[src/rtl/invaders_pkg.sv]
// Types and default geometry shared by the enemy-fire scheduler and the bullet movers.
// Bullet launch offsets are relative to the bottom alien's top-left corner.
package invaders_pkg;

  typedef logic [9:0] coord_t;

  typedef enum logic [1:0] {
    S_COOL,
    S_ARB,
    S_LAUNCH
  } sched_state_t;

  localparam int X_OFF    = 6;
  localparam int Y_OFF    = 16;
  localparam int SCREEN_H = 480;

endpackage

[src/rtl/rr_arbiter.sv]
// Combinational rotating-priority picker: first set bit of req at or above ptr, wrapping.
// Zero latency; gnt_valid low when req is empty.
module rr_arbiter #(
  parameter  int N  = 8,
  localparam int IW = (N > 1) ? $clog2(N) : 1
) (
  input  logic [N-1:0]  req,
  input  logic [IW-1:0] ptr,
  output logic          gnt_valid,
  output logic [IW-1:0] gnt_idx
);

  int idx;

  // Walk offsets from farthest to nearest so the nearest hit is the last write.
  always_comb begin
    gnt_valid = 1'b0;
    gnt_idx   = '0;
    idx       = 0;
    for (int i = N - 1; i >= 0; i--) begin
      idx = int'(ptr) + i;
      if (idx >= N) idx = idx - N;
      if (req[IW'(idx)]) begin
        gnt_valid = 1'b1;
        gnt_idx   = IW'(idx);
      end
    end
  end

endmodule

[src/rtl/alien_fire_scheduler.sv]
// Picks a firing alien column (round-robin) and a free bullet mover, with a frame cooldown.
// Spawn strobe one cycle after the arbitration decision; stalls in arbitration while all movers are busy.
module alien_fire_scheduler #(
  parameter  int NUM_COLS  = 8,
  parameter  int NUM_SLOTS = 3,
  parameter  int COOLDOWN  = 30,
  parameter  int X_OFF     = invaders_pkg::X_OFF,
  parameter  int Y_OFF     = invaders_pkg::Y_OFF,
  localparam int CW        = (NUM_COLS > 1) ? $clog2(NUM_COLS) : 1
) (
  input  logic                   frame_clk,
  input  logic                   Reset,
  input  logic                   enable,
  input  logic [NUM_COLS-1:0]    fire_req,
  input  logic [NUM_COLS*10-1:0] col_X,
  input  logic [NUM_COLS*10-1:0] col_Y,
  input  logic [NUM_SLOTS-1:0]   slot_done,
  output logic [NUM_SLOTS-1:0]   spawn,
  output logic [9:0]             spawn_X,
  output logic [9:0]             spawn_Y,
  output logic [NUM_SLOTS-1:0]   slot_busy,
  output logic [CW-1:0]          grant_col
);

  import invaders_pkg::*;

  localparam int SW  = (NUM_SLOTS > 1) ? $clog2(NUM_SLOTS) : 1;
  localparam int CCW = $clog2(COOLDOWN + 1);
  localparam logic [CCW-1:0] COOL_RELOAD = CCW'(COOLDOWN);

  sched_state_t         state, state_nxt;
  logic [CCW-1:0]       cool_cnt;
  logic [CW-1:0]        rr_ptr, pend_col, col_idx;
  logic [SW-1:0]        pend_slot, slot_idx;
  coord_t               pend_X, pend_Y, sel_X, sel_Y;
  logic                 col_vld, slot_vld, launch_ok;
  logic [NUM_SLOTS-1:0] free_slots, busy_nxt, launch_mask;

  assign free_slots = ~slot_busy;
  assign launch_ok  = col_vld && slot_vld;

  rr_arbiter #(.N(NUM_COLS)) u_col_arb (
    .req       (fire_req),
    .ptr       (rr_ptr),
    .gnt_valid (col_vld),
    .gnt_idx   (col_idx)
  );

  // Same picker with the pointer pinned at 0 gives lowest-index free slot.
  rr_arbiter #(.N(NUM_SLOTS)) u_slot_arb (
    .req       (free_slots),
    .ptr       ('0),
    .gnt_valid (slot_vld),
    .gnt_idx   (slot_idx)
  );

  assign sel_X = col_X[10*col_idx +: 10] + coord_t'(X_OFF);
  assign sel_Y = col_Y[10*col_idx +: 10] + coord_t'(Y_OFF);

  always_comb begin
    launch_mask            = '0;
    launch_mask[pend_slot] = 1'b1;
  end

  // A launch set beats a done clear on the same slot.
  always_comb begin
    busy_nxt = slot_busy & ~slot_done;
    if (state == S_LAUNCH) busy_nxt = busy_nxt | launch_mask;
  end

  always_ff @(posedge frame_clk) begin
    if (!Reset) state <= S_COOL;
    else        state <= state_nxt;
  end

  always_comb begin
    state_nxt = state;
    case (state)
      S_COOL:   if (enable && cool_cnt == '0) state_nxt = S_ARB;
      S_ARB: begin
        if (!enable)        state_nxt = S_COOL;
        else if (launch_ok) state_nxt = S_LAUNCH;
      end
      S_LAUNCH: state_nxt = S_COOL;
      default:  state_nxt = S_COOL;
    endcase
  end

  always_ff @(posedge frame_clk) begin
    if (!Reset) begin
      cool_cnt  <= COOL_RELOAD;
      rr_ptr    <= '0;
      pend_col  <= '0;
      pend_slot <= '0;
      pend_X    <= '0;
      pend_Y    <= '0;
      spawn     <= '0;
      spawn_X   <= '0;
      spawn_Y   <= '0;
      slot_busy <= '0;
      grant_col <= '0;
    end else begin
      spawn     <= '0;
      slot_busy <= busy_nxt;
      case (state)
        S_COOL: begin
          if (enable && cool_cnt != '0) cool_cnt <= cool_cnt - 1'b1;
        end
        S_ARB: begin
          if (!enable) begin
            cool_cnt <= COOL_RELOAD;
          end else if (launch_ok) begin
            pend_col  <= col_idx;
            pend_slot <= slot_idx;
            pend_X    <= sel_X;
            pend_Y    <= sel_Y;
          end
        end
        S_LAUNCH: begin
          spawn     <= launch_mask;
          spawn_X   <= pend_X;
          spawn_Y   <= pend_Y;
          grant_col <= pend_col;
          rr_ptr    <= (pend_col == CW'(NUM_COLS - 1)) ? '0 : pend_col + 1'b1;
          cool_cnt  <= COOL_RELOAD;
        end
        default: ;
      endcase
    end
  end

endmodule

[config.mk]
export PLATFORM = sky130hd
export DESIGN_NAME = alien_fire_scheduler
export DESIGN_NICKNAME = d
export VERILOG_FILES = /design/src/rtl/invaders_pkg.sv /design/src/rtl/rr_arbiter.sv /design/src/rtl/alien_fire_scheduler.sv
export SDC_FILE = /design/constraint.sdc
export NUM_CORES = 1
export LEC_CHECK = 0
export ABC_AREA = 1
export CAP_MARGIN = 10
export CORE_ASPECT_RATIO = 0.75
export CORE_MARGIN = 1
export CORE_UTILIZATION = 40
export CTS_CLUSTER_SIZE = 12
export DETAILED_ROUTE_END_ITERATION = 6
export PLACE_DENSITY = 0.82
export SLEW_MARGIN = 25
export SYNTH_ARGS = -nofsm -noshare
export SYNTH_HDL_FRONTEND = slang
export SYNTH_SLANG_ARGS = --single-unit
[constraint.sdc]
create_clock -name frame_clk -period 4.05 [get_ports frame_clk]
set_input_delay 1.0125 -clock frame_clk [delete_from_list [all_inputs] [get_ports frame_clk]]
set_output_delay 1.0125 -clock frame_clk [all_outputs]
set_load 0.005 [all_outputs]
### After elaboration in Yosys (flattened, before gate mapping)

Cells that the tools add are included.

| word-level totals | value |
|---|---|
| register bits | 64 |
| logic and storage cells | 138 |

| cells by class | value |
|---|---|
| add/subtract/negate cells | 19 |
| $mul | 1 |
| magnitude comparators | 18 |
| eq/ne operators | 7 |
| shift-type cells | 2 |
| mux-type cells | 63 |
| bitwise operators | 4 |
| reductions and logical operators | 12 |

Operators by type and width:

| cell | count |
|---|---|
| 80-bit by 8-bit indexed part select with 10-bit output | 2 |
| 3-bit two-way mux | 18 |
| 3-bit by 5-bit < comparator with 1-bit output (second input constant) | 8 |
| 4-bit >= comparator (second input constant) | 7 |
| 1-bit two-way mux | 27 |
| 1-bit binary-select mux with 3-bit select | 8 |
| 3-bit by 1-bit subtractor with 3-bit output (second input constant) | 8 |
| 3-bit by 3-bit adder with 4-bit output (second input constant) | 4 |
| 5-bit case mux with 3 select lines | 1 |
| 10-bit by 3-bit adder with 10-bit output (second input constant) | 1 |
| 10-bit by 5-bit adder with 10-bit output (second input constant) | 1 |
| 2-bit two-way mux | 5 |
| 5-bit two-way mux | 2 |
| 3-bit by 2-bit adder with 4-bit output (second input constant) | 2 |
| 3-bit by 3-bit multiplier with 6-bit output (first input constant) | 1 |
| 2-bit inequality test (second input constant) | 3 |
| 3-bit AND reduction | 2 |
| 5-bit zero test | 1 |
| 5-bit nonzero test | 1 |
| 5-bit by 1-bit subtractor with 5-bit output (second input constant) | 1 |
| 3-bit by 1-bit adder with 4-bit output (second input constant) | 1 |
| 3-bit by 4-bit >= comparator with 1-bit output (second input constant) | 1 |
| 1-bit logical AND | 4 |
| 2-bit case mux with 2 select lines | 1 |
| other kinds (15) | 16 |

### Logic depth before layout (Yosys ltp)

| depth | value |
|---|---|
| depth in word-level cells | 18 |
| mapped depth | 29 |
| gate-level depth less buffers | 26 |

### Cells and area by module

From an unflattened synthesis, not the netlist that was laid out.

| unflattened totals | value |
|---|---|
| cells, all modules | 926 |
| area total of the unflattened synthesis | 5358.9 sq um |

Modules (own cells, without submodules):

| module | times used | cells each | area each (sq um) |
|---|---|---|---|
| alien_fire_scheduler | 1 | 765 | 4424.2 |
| rr_arbiter at u_col_arb | 1 | 122 | 739.5 |
| rr_arbiter at u_slot_arb | 1 | 39 | 195.2 |

### Worst setup path after synthesis

No wires, ideal clock.

| timing path | value |
|---|---|
| kind | input to register |
| from | in fire_req[1] |
| to | reg pend_Y[6] |
| data arrival time | 3.042 ns |
| required time | 3.934 ns |
| slack | 0.892 ns |
| cell stages on the path | 20 |
| path buffers | 2 |
| cell sequence | nand2_1 -> nand3_1 -> nand3_1 -> nand2_1 -> nor2_2 -> nand2_1 -> nand2_1 -> nand2_1 -> nand2_2 -> nand2_2 -> buf_4 -> buf_2 -> o21ai_0 -> nand2_1 -> nand3_1 -> nand2_1 -> ha_1 -> xor2_1 -> o21ai_0 -> inv_1 |

| between the ends | value |
|---|---|
| cells in the longest elaborated chain, start to end | 14 |
| elaborated cells between the ends (all ways) | 45 |

Ends and longest elaborated chain:

| what | line | RTL |
|---|---|---|
| start, declared | alien_fire_scheduler.sv:14 | `input logic [NUM_COLS-1:0] fire_req,` |
| 1-bit binary-select mux with 3-bit select | rr_arbiter.sv:23 | `if (req[IW'(idx)]) begin` |
| 1-bit two-way mux (not written as such) (2 in series) | rr_arbiter.sv:23 |  |
| 3-bit two-way mux (8 in series) | rr_arbiter.sv:23 |  |
| 3-bit by 3-bit multiplier with 6-bit output | alien_fire_scheduler.sv:58 | `assign sel_Y = col_Y[10*col_idx +: 10] + coord_t'(Y_OFF);` |
| 80-bit by 8-bit indexed part select with 10-bit output | alien_fire_scheduler.sv:58 |  |
| 10-bit by 5-bit adder with 10-bit output | alien_fire_scheduler.sv:58 |  |
| end signal, assigned | alien_fire_scheduler.sv:116 | `pend_Y <= sel_Y;` |
| end, declared | alien_fire_scheduler.sv:35 | `coord_t pend_X, pend_Y, sel_X, sel_Y;` |

Parallel ways exist; a longest one is shown, timed or not. The select of a mux whose other input is x is not followed.
A chain may end at the register's enable or synchronous reset.

### Worst setup path after layout

| timing path | value |
|---|---|
| from | in fire_req[2] |
| to | reg pend_X[8] |

| between the ends | value |
|---|---|
| cells in the longest elaborated chain, start to end | 14 |
| elaborated cells between the ends (all ways) | 45 |

Ends and longest elaborated chain:

| what | line | RTL |
|---|---|---|
| 1-bit binary-select mux with 3-bit select | rr_arbiter.sv:23 |  |
| 1-bit two-way mux (not written as such) (2 in series) | rr_arbiter.sv:23 |  |
| 3-bit two-way mux (8 in series) | rr_arbiter.sv:23 |  |
| 3-bit by 3-bit multiplier with 6-bit output | alien_fire_scheduler.sv:57 | `assign sel_X = col_X[10*col_idx +: 10] + coord_t'(X_OFF);` |
| 80-bit by 8-bit indexed part select with 10-bit output | alien_fire_scheduler.sv:57 |  |
| 10-bit by 3-bit adder with 10-bit output | alien_fire_scheduler.sv:57 |  |
| end signal, assigned | alien_fire_scheduler.sv:115 | `pend_X <= sel_X;` |
| end, declared | alien_fire_scheduler.sv:35 |  |

Parallel ways exist; a longest one is shown, timed or not. The select of a mux whose other input is x is not followed.

==> qor.yml <==
die:
  core_area_um2: 12300
  start_util: 0.412
  ioPinCount: 203
  rows: 35
  die_h_um: 99.7
  die-width_um: 132
  die_area_um2: 13200
place:
  gp_congestion: 1.02
  dp_cells: 1206
  port-buffer-count: 202
  dp_hpwl_um: 12200
pwr:
  ir_drop_uv: 184
  leakagePower_uw: 0.00354
  powerDensity_nw_per_um2: 264
clocking:
  cts_root_buffer: "clkbuf_16"
  cts_buffer_depth: 2
  clock_latency_ns: 0.33
  cts_inserted_buffers: 9
  cts.repair.resized: 0
  clock-sinks: 63
  post_cts_buffers: 0
  cts_tree: "yes"
  htree_levels: 3
  cts_hold_buf: 0
  cts.clk_slew.worst_paths_ns: 0.05
worst_hold_path:
  min_path_cells: 1
  hold_class: "reg -> reg"
  min_to: "spawn[0]"
  hp-start: "pend_slot[0]"
sta:
  finalClockSkew_ns: 0.00458
  rsz0062_at_grt: "no"
  relSlewSlack: 0.488
  fin_crit_sh: 0.905
  period_needed_ns: 3.67
  slew_viol_final: 0
  hold_violations: 0
  max_freq_ghz: 0.273
  tightest_slew_ns: 0.768
  setup_viol: 0
  tns_ns: 0
synthesis:
  synth_edf_count: 0
  async_reset_ff_frac: 0
  synth_compound_area_frac: 0.134
  avgSynthCellArea_um2: 5.83
  ys_seq_area_frac: 0.248
  ys.flop_type: "dfxtp_1"
  synth_top_family_by_area: "simple AND/OR/NAND/NOR gates"
  synth_area_um2: 5090
  synth_xor_area_frac: 0.0152
  synth-simple-area-share: 0.449
  muxShareOfSynthArea: 0
  synth_adder_area_share: 0.0271
  ys_warn_count: 0
  syn_inst: 872
  ys_ff_latch: 63
  ys_types: 40
  syn_nets: 1057
critical_path:
  critPathKind: "in -> reg"
  timing.critical_path.fanout_max: 33
  reg2reg_from: "rr_ptr[1]"
  timing.rr.end: "pend_X[8]"
  rr_worst_depth: 26
  worst_setup_path_start_kind: "primary input"
  ff2ff_setup_slack_ns: 0.60
  worstPathArrival_ns: 3.89
  crit_required_ns: 4.27
  endpoint_kind: "flop"
global_routing:
  met1_usage: 0.295
  antenna_found_initial: 0
  grt-ovfl-total: 0
  globalRouteMet2Util: 0.446
  grt_start_max_net_pins: 57
  grt_use_met3: 0.0525
  grt_pass1_wl_um: 26300
  grtUsageTotal: 0.243
  grt_pass1_vias: 5706
  busiest_layer: "met2"
finish:
  nets: 1236
  drive_above_1_share: 0.0644
  n_fill_cell: 1177
  final_cell_mix: "245 x nand2_1, 202 x clkdlybuf4s50_1, 155 x nand3_1"
  layoutNonFillerInstCount: 1222
  antenna_cells: 0
  area_growth_pct: 48.9
  mostFrequentLayoutCell: "nand2_1"
run:
  drv_cap: 0
detailed_routing:
  wire_per_inst_um: 12.9
  drt_first_pass_iters: 5
  viasPerCell: 5.08
  drt-initial-drc-count: 391
  drc: 0
  final_antenna_net_count: 0
  routed_wl_um: 15800
  via_count: 6206
status:
  status: "finished clean"
[metal layers]
metal | wire [um] | part of all wire
met1 | 7040 | 0.44
met2 | 7620 | 0.48
met3 | 1010 | 0.064
met4 | 157 | 0.0099
met5 | 0 | 0
[kinds of logic (layout without fill, tap and decap cells)]
kind of cell,after synthesis,in the layout
simple gates,524,524
compound gates,126,126
xor+xnor,8,8
other cells,1,1
buf+inv,139,323
flops,63,63
fa+ha+maj,11,11
[worst max-delay path, cell delays in order]
cell and delay (ns):
clkdlybuf4s50_1 0.49, nand2_1 0.07, nand3_1 0.14, nand3_1 0.14, nand2_1 0.15, inv_2 0.05, nand2_1 0.05, nand2_1 0.04
nand2_1 0.06, nand2_1 0.05, nand2_2 0.10, nand2_2 0.13, buf_12 0.20, buf_4 0.17, nand2_1 0.06, o21ai_1 0.07
nand2_1 0.08, nand3_1 0.09, nand2_2 0.14, inv_2 0.04, nor2_1 0.23, nand2_1 0.09, nand2_1 0.06, nand3_1 0.06
nand2_1 0.07, inv_1 0.03
[power breakdown]
group / leakage (uW) / total, uW / switching, uW / internal, uW
combinational: 0.00286 / 507 / 238 / 269
sequential: 0.000508 / 625 / 1.52 / 623
clock: 0.000166 / 865 / 266 / 599
total: 0.00354 / 2000 / 505 / 1490
[through the flow]
step | instance area, um2 | power [uW] | util | hold WS (ns) | setup WS, ns
after CTS | 7580 | 2010 | 0.614 | 0.430 | 0.458
after global placement | 7240 | 1140 | 0.586 | 0.424 | 0.179
after global routing | 7580 | 2100 | 0.614 | 0.464 | 0.104
after detailed placement | 7240 | 1140 | 0.586 | 0.422 | 0.133
final | 7580 | 2000 | 0.614 | 0.431 | 0.384
after floorplan | 5090 | 908 | - | 0.410 | 0.892
[cells in the mapped netlist, types with 2 or more instances]
library cell  instances  area share
nand2_1             245        0.18
nand3_1             155        0.15
nor2_1               85       0.063
inv_1                76       0.056
dfxtp_1              63        0.25
o21ai_0              49       0.048
a21oi_1              38       0.037
o21ai_1              24       0.024
buf_2                18       0.018
clkbuf_1             14       0.010
nand2_2              14       0.017
ha_1                 11       0.027
buf_4                 9       0.013
inv_2                 9      0.0066
nand3b_1              9       0.013
buf_6                 8       0.018
nand4_1               7      0.0086
o211ai_1              6      0.0089
xnor2_1               4      0.0069
xor2_1                3      0.0052
a211oi_1              2      0.0030
buf_1                 2      0.0015
clkinv_1              2      0.0015
nand3_2               2      0.0039
nor2_2                2      0.0025
[worst max path at each step]
stage / from / endpoint / cells after the start
6_report: fire_req[2] / pend_X[8] / 26
5_1_grt: fire_req[7] / pend_X[7] / 23
4_1_cts: fire_req[5] / pend_X[3] / 23
3_5_place_dp: fire_req[5] / pend_X[3] / 23
3_3_place_gp: fire_req[0] / pend_X[8] / 26
2_1_floorplan: fire_req[1] / pend_Y[6] / 20
[cell type report]
| cell class | count | area, um2 | share of cell area |
|---|---|---|---|
| Multi-Input combinational cell | 670 | 3190 | 0.421 |
| Timing Repair Buffer | 219 | 2250 | 0.297 |
| Clock buffer | 10 | 229 | 0.0302 |
| Tap cell | 166 | 208 | 0.0274 |
| Inverter | 88 | 333 | 0.0439 |
| Sequential cell | 63 | 1260 | 0.166 |
| Clock inverter | 6 | 109 | 0.0144 |
[registers in the layout, indices dropped and copies added, names as in the netlist]
register	cells
slot_busy	3
spawn	3
pend_slot	1
cool_cnt	5
rr_ptr	3
pend_Y	10
spawn_X	10
spawn_Y	10
pend_X	10
pend_col	3
state	2
grant_col	3
(Power assumes the default switching activity.)
==> edit, RTL diff (same flow settings) <==
Reset style: asynchronous (`Reset`), changed in 2 clocked blocks.
--- a/src/rtl/alien_fire_scheduler.sv
+++ b/src/rtl/alien_fire_scheduler.sv
@@ -68,7 +68,7 @@
     if (state == S_LAUNCH) busy_nxt = busy_nxt | launch_mask;
   end
 
-  always_ff @(posedge frame_clk) begin
+  always_ff @(posedge frame_clk or negedge Reset) begin
     if (!Reset) state <= S_COOL;
     else        state <= state_nxt;
   end
@@ -86,7 +86,7 @@
     endcase
   end
 
-  always_ff @(posedge frame_clk) begin
+  always_ff @(posedge frame_clk or negedge Reset) begin
     if (!Reset) begin
       cool_cnt  <= COOL_RELOAD;
       rr_ptr    <= '0;
Check against the original RTL: same outputs for any inputs over 10 cycles, from zero or initial values and one cycle with Reset low; that may be too few to reach the edited logic, so the function may still have changed.
==> edit against the unedited design <==
Maximum frequency grew 0.58%; clock skew increased by 0.79 ps; area after synthesis rose by 1.8%; worst setup slack improved by 21 ps; wire length rose by 2.8%; sequential cell count is the same; cell area up 1.3%; worst hold slack improved by 37 ps; first-iteration DRC count decreased by 4.1%; global-route usage increased by 0.077 points; largest cell class unchanged; highest routed layer unchanged.
Power is not shown: default switching activity piles up to over one toggle a cycle in this logic, so the estimate is an artifact.
==> edit: results (changes against the unedited design) <==
metric;value;unit;change
routed-via-count;5858;;was 6206
finalClockSkew;5.38;ps;was 4.58 ps
layout.nets;1201;;was 1236
rr_worst_depth;22;;was 26
drive_gt1_share;6.95;%;was 6.44%
min_period;3650;ps;was 3670 ps
hpwl;12700;um;was 12200 um
synthTopCellsByArea;dfrtp_1 (28%), nand2_1 (25%), nand3_1 (10%), inv_1 (5.7%), nand3b_1 (3.2%);;was dfxtp_1 (25%), nand2_1 (18%), nand3_1 (15%), nor2_1 (6.3%), inv_1 (5.6%)
drt-total-wl;16300;um;was 15800 um
grt_pass1_vias;5357;;was 5706
drt-initial-drc-count;375;;was 391
grt_start_max_net_pins;50;;was 57
slowest_stage;clkdlybuf4s50_1;;unchanged
routabilityCongestion;0.866;;was 1.02
worstSetupEndpoint;pend_Y[8];;was pend_X[8]
rr_startpoint;rr_ptr[1];;unchanged
grt_usage;24.4;%;was 24.3%
pre_cts_slack;117;ps;was 133 ps
clock_latency;330;ps;about the same
synth_ff_type;dfrtp_1;;was dfxtp_1
status;complete, no violations;;unchanged
crit_fanout;39;;was 33
tightest_slew;737;ps;was 768 ps
synthTopCellsByCount;nand2_1 (339), nand3_1 (106), inv_1 (78), dfrtp_1 (59), nor2_1 (31);;was nand2_1 (245), nand3_1 (155), nor2_1 (85), inv_1 (76), dfxtp_1 (63)
r2r_end;pend_X[6];;was pend_X[8]
rrSetupSlack;620;ps;was 600 ps
grt_first_pass_wirelength;26000;um;was 26300 um
async_reset_ff_share;100;%;was 0%
n_fill_cell;1141;;was 1177
yosysSeqAreaShare;30.5;%;was 24.8%
syn_nets;1009;;was 1057
==> edit: worst min-delay path by stage <==
stage | from | to | slack, ps | cells past startpoint
floorplan | pend_Y[5] | pend_Y[5] | 440 | 2
global placement | spawn_X[3] | spawn_X[3] | 450 | 2
detailed placement | pend_X[9] | spawn_X[9] | 460 | 2
CTS | pend_Y[2] | spawn_Y[2] | 470 | 2
global route | spawn_X[6] | spawn_X[6] | 490 | 2
finish | spawn_X[6] | spawn_X[6] | 470 | 2
==> edit: cells by family (layout without fill, tap and decap cells) <==
| logic type | Yosys count | after routing | share of synthesized area (%) |
|---|---|---|---|
| buf+inv | 130 | 326 | 11.3 |
| flops | 63 | 63 | 30.5 |
| compound gates | 86 | 86 | 9.44 |
| other cells | 1 | 1 | 0.0724 |
| mux | 10 | 10 | 2.17 |
| simple gates | 520 | 520 | 43.1 |
| xor+xnor | 5 | 5 | 0.990 |
| fa+ha+maj | 10 | 10 | 2.41 |
==> edit: tightest hold or removal path: stages, from the launching register on <==
cell and delay, ps:
dfrtp_1 340, nand2_1 50, nand2_1 50
==> edit: per-layer routing <==
| metal | track usage (%) | wire (um) | up-vias |
|---|---|---|---|
| met5 | 0 | 0 | - |
| met4 | 3.41 | 97 | 0 |
| met3 | 6.49 | 1310 | 12 |
| met2 | 39.1 | 7390 | 217 |
| met1 | 33.6 | 7480 | 2617 |
| li1 | - | - | 3012 |
==> edit: layout make-up <==
type | instances | area [sq um] | area share, %
Clock inverter | 3 | 17.5 | 0.228
Multi-Input combinational cell | 632 | 3020 | 39.4
Inverter | 86 | 325 | 4.24
Sequential cell | 63 | 1580 | 20.6
Clock buffer | 12 | 267 | 3.47
Timing Repair Buffer | 225 | 2250 | 29.4
Tap cell | 166 | 208 | 2.71
==> edit: through the flow <==
| step | instance area [sq um] | std cells | hold WS, ps |
|---|---|---|---|
| after CTS | 7680 | 1187 | 471 |
| after detailed placement | 7390 | 1172 | 458 |
| after global placement | 7390 | 1172 | 455 |
| after floorplan | 5180 | 825 | 442 |
| after global routing | 7680 | 1187 | 486 |
| final | 7680 | 1187 | 468 |
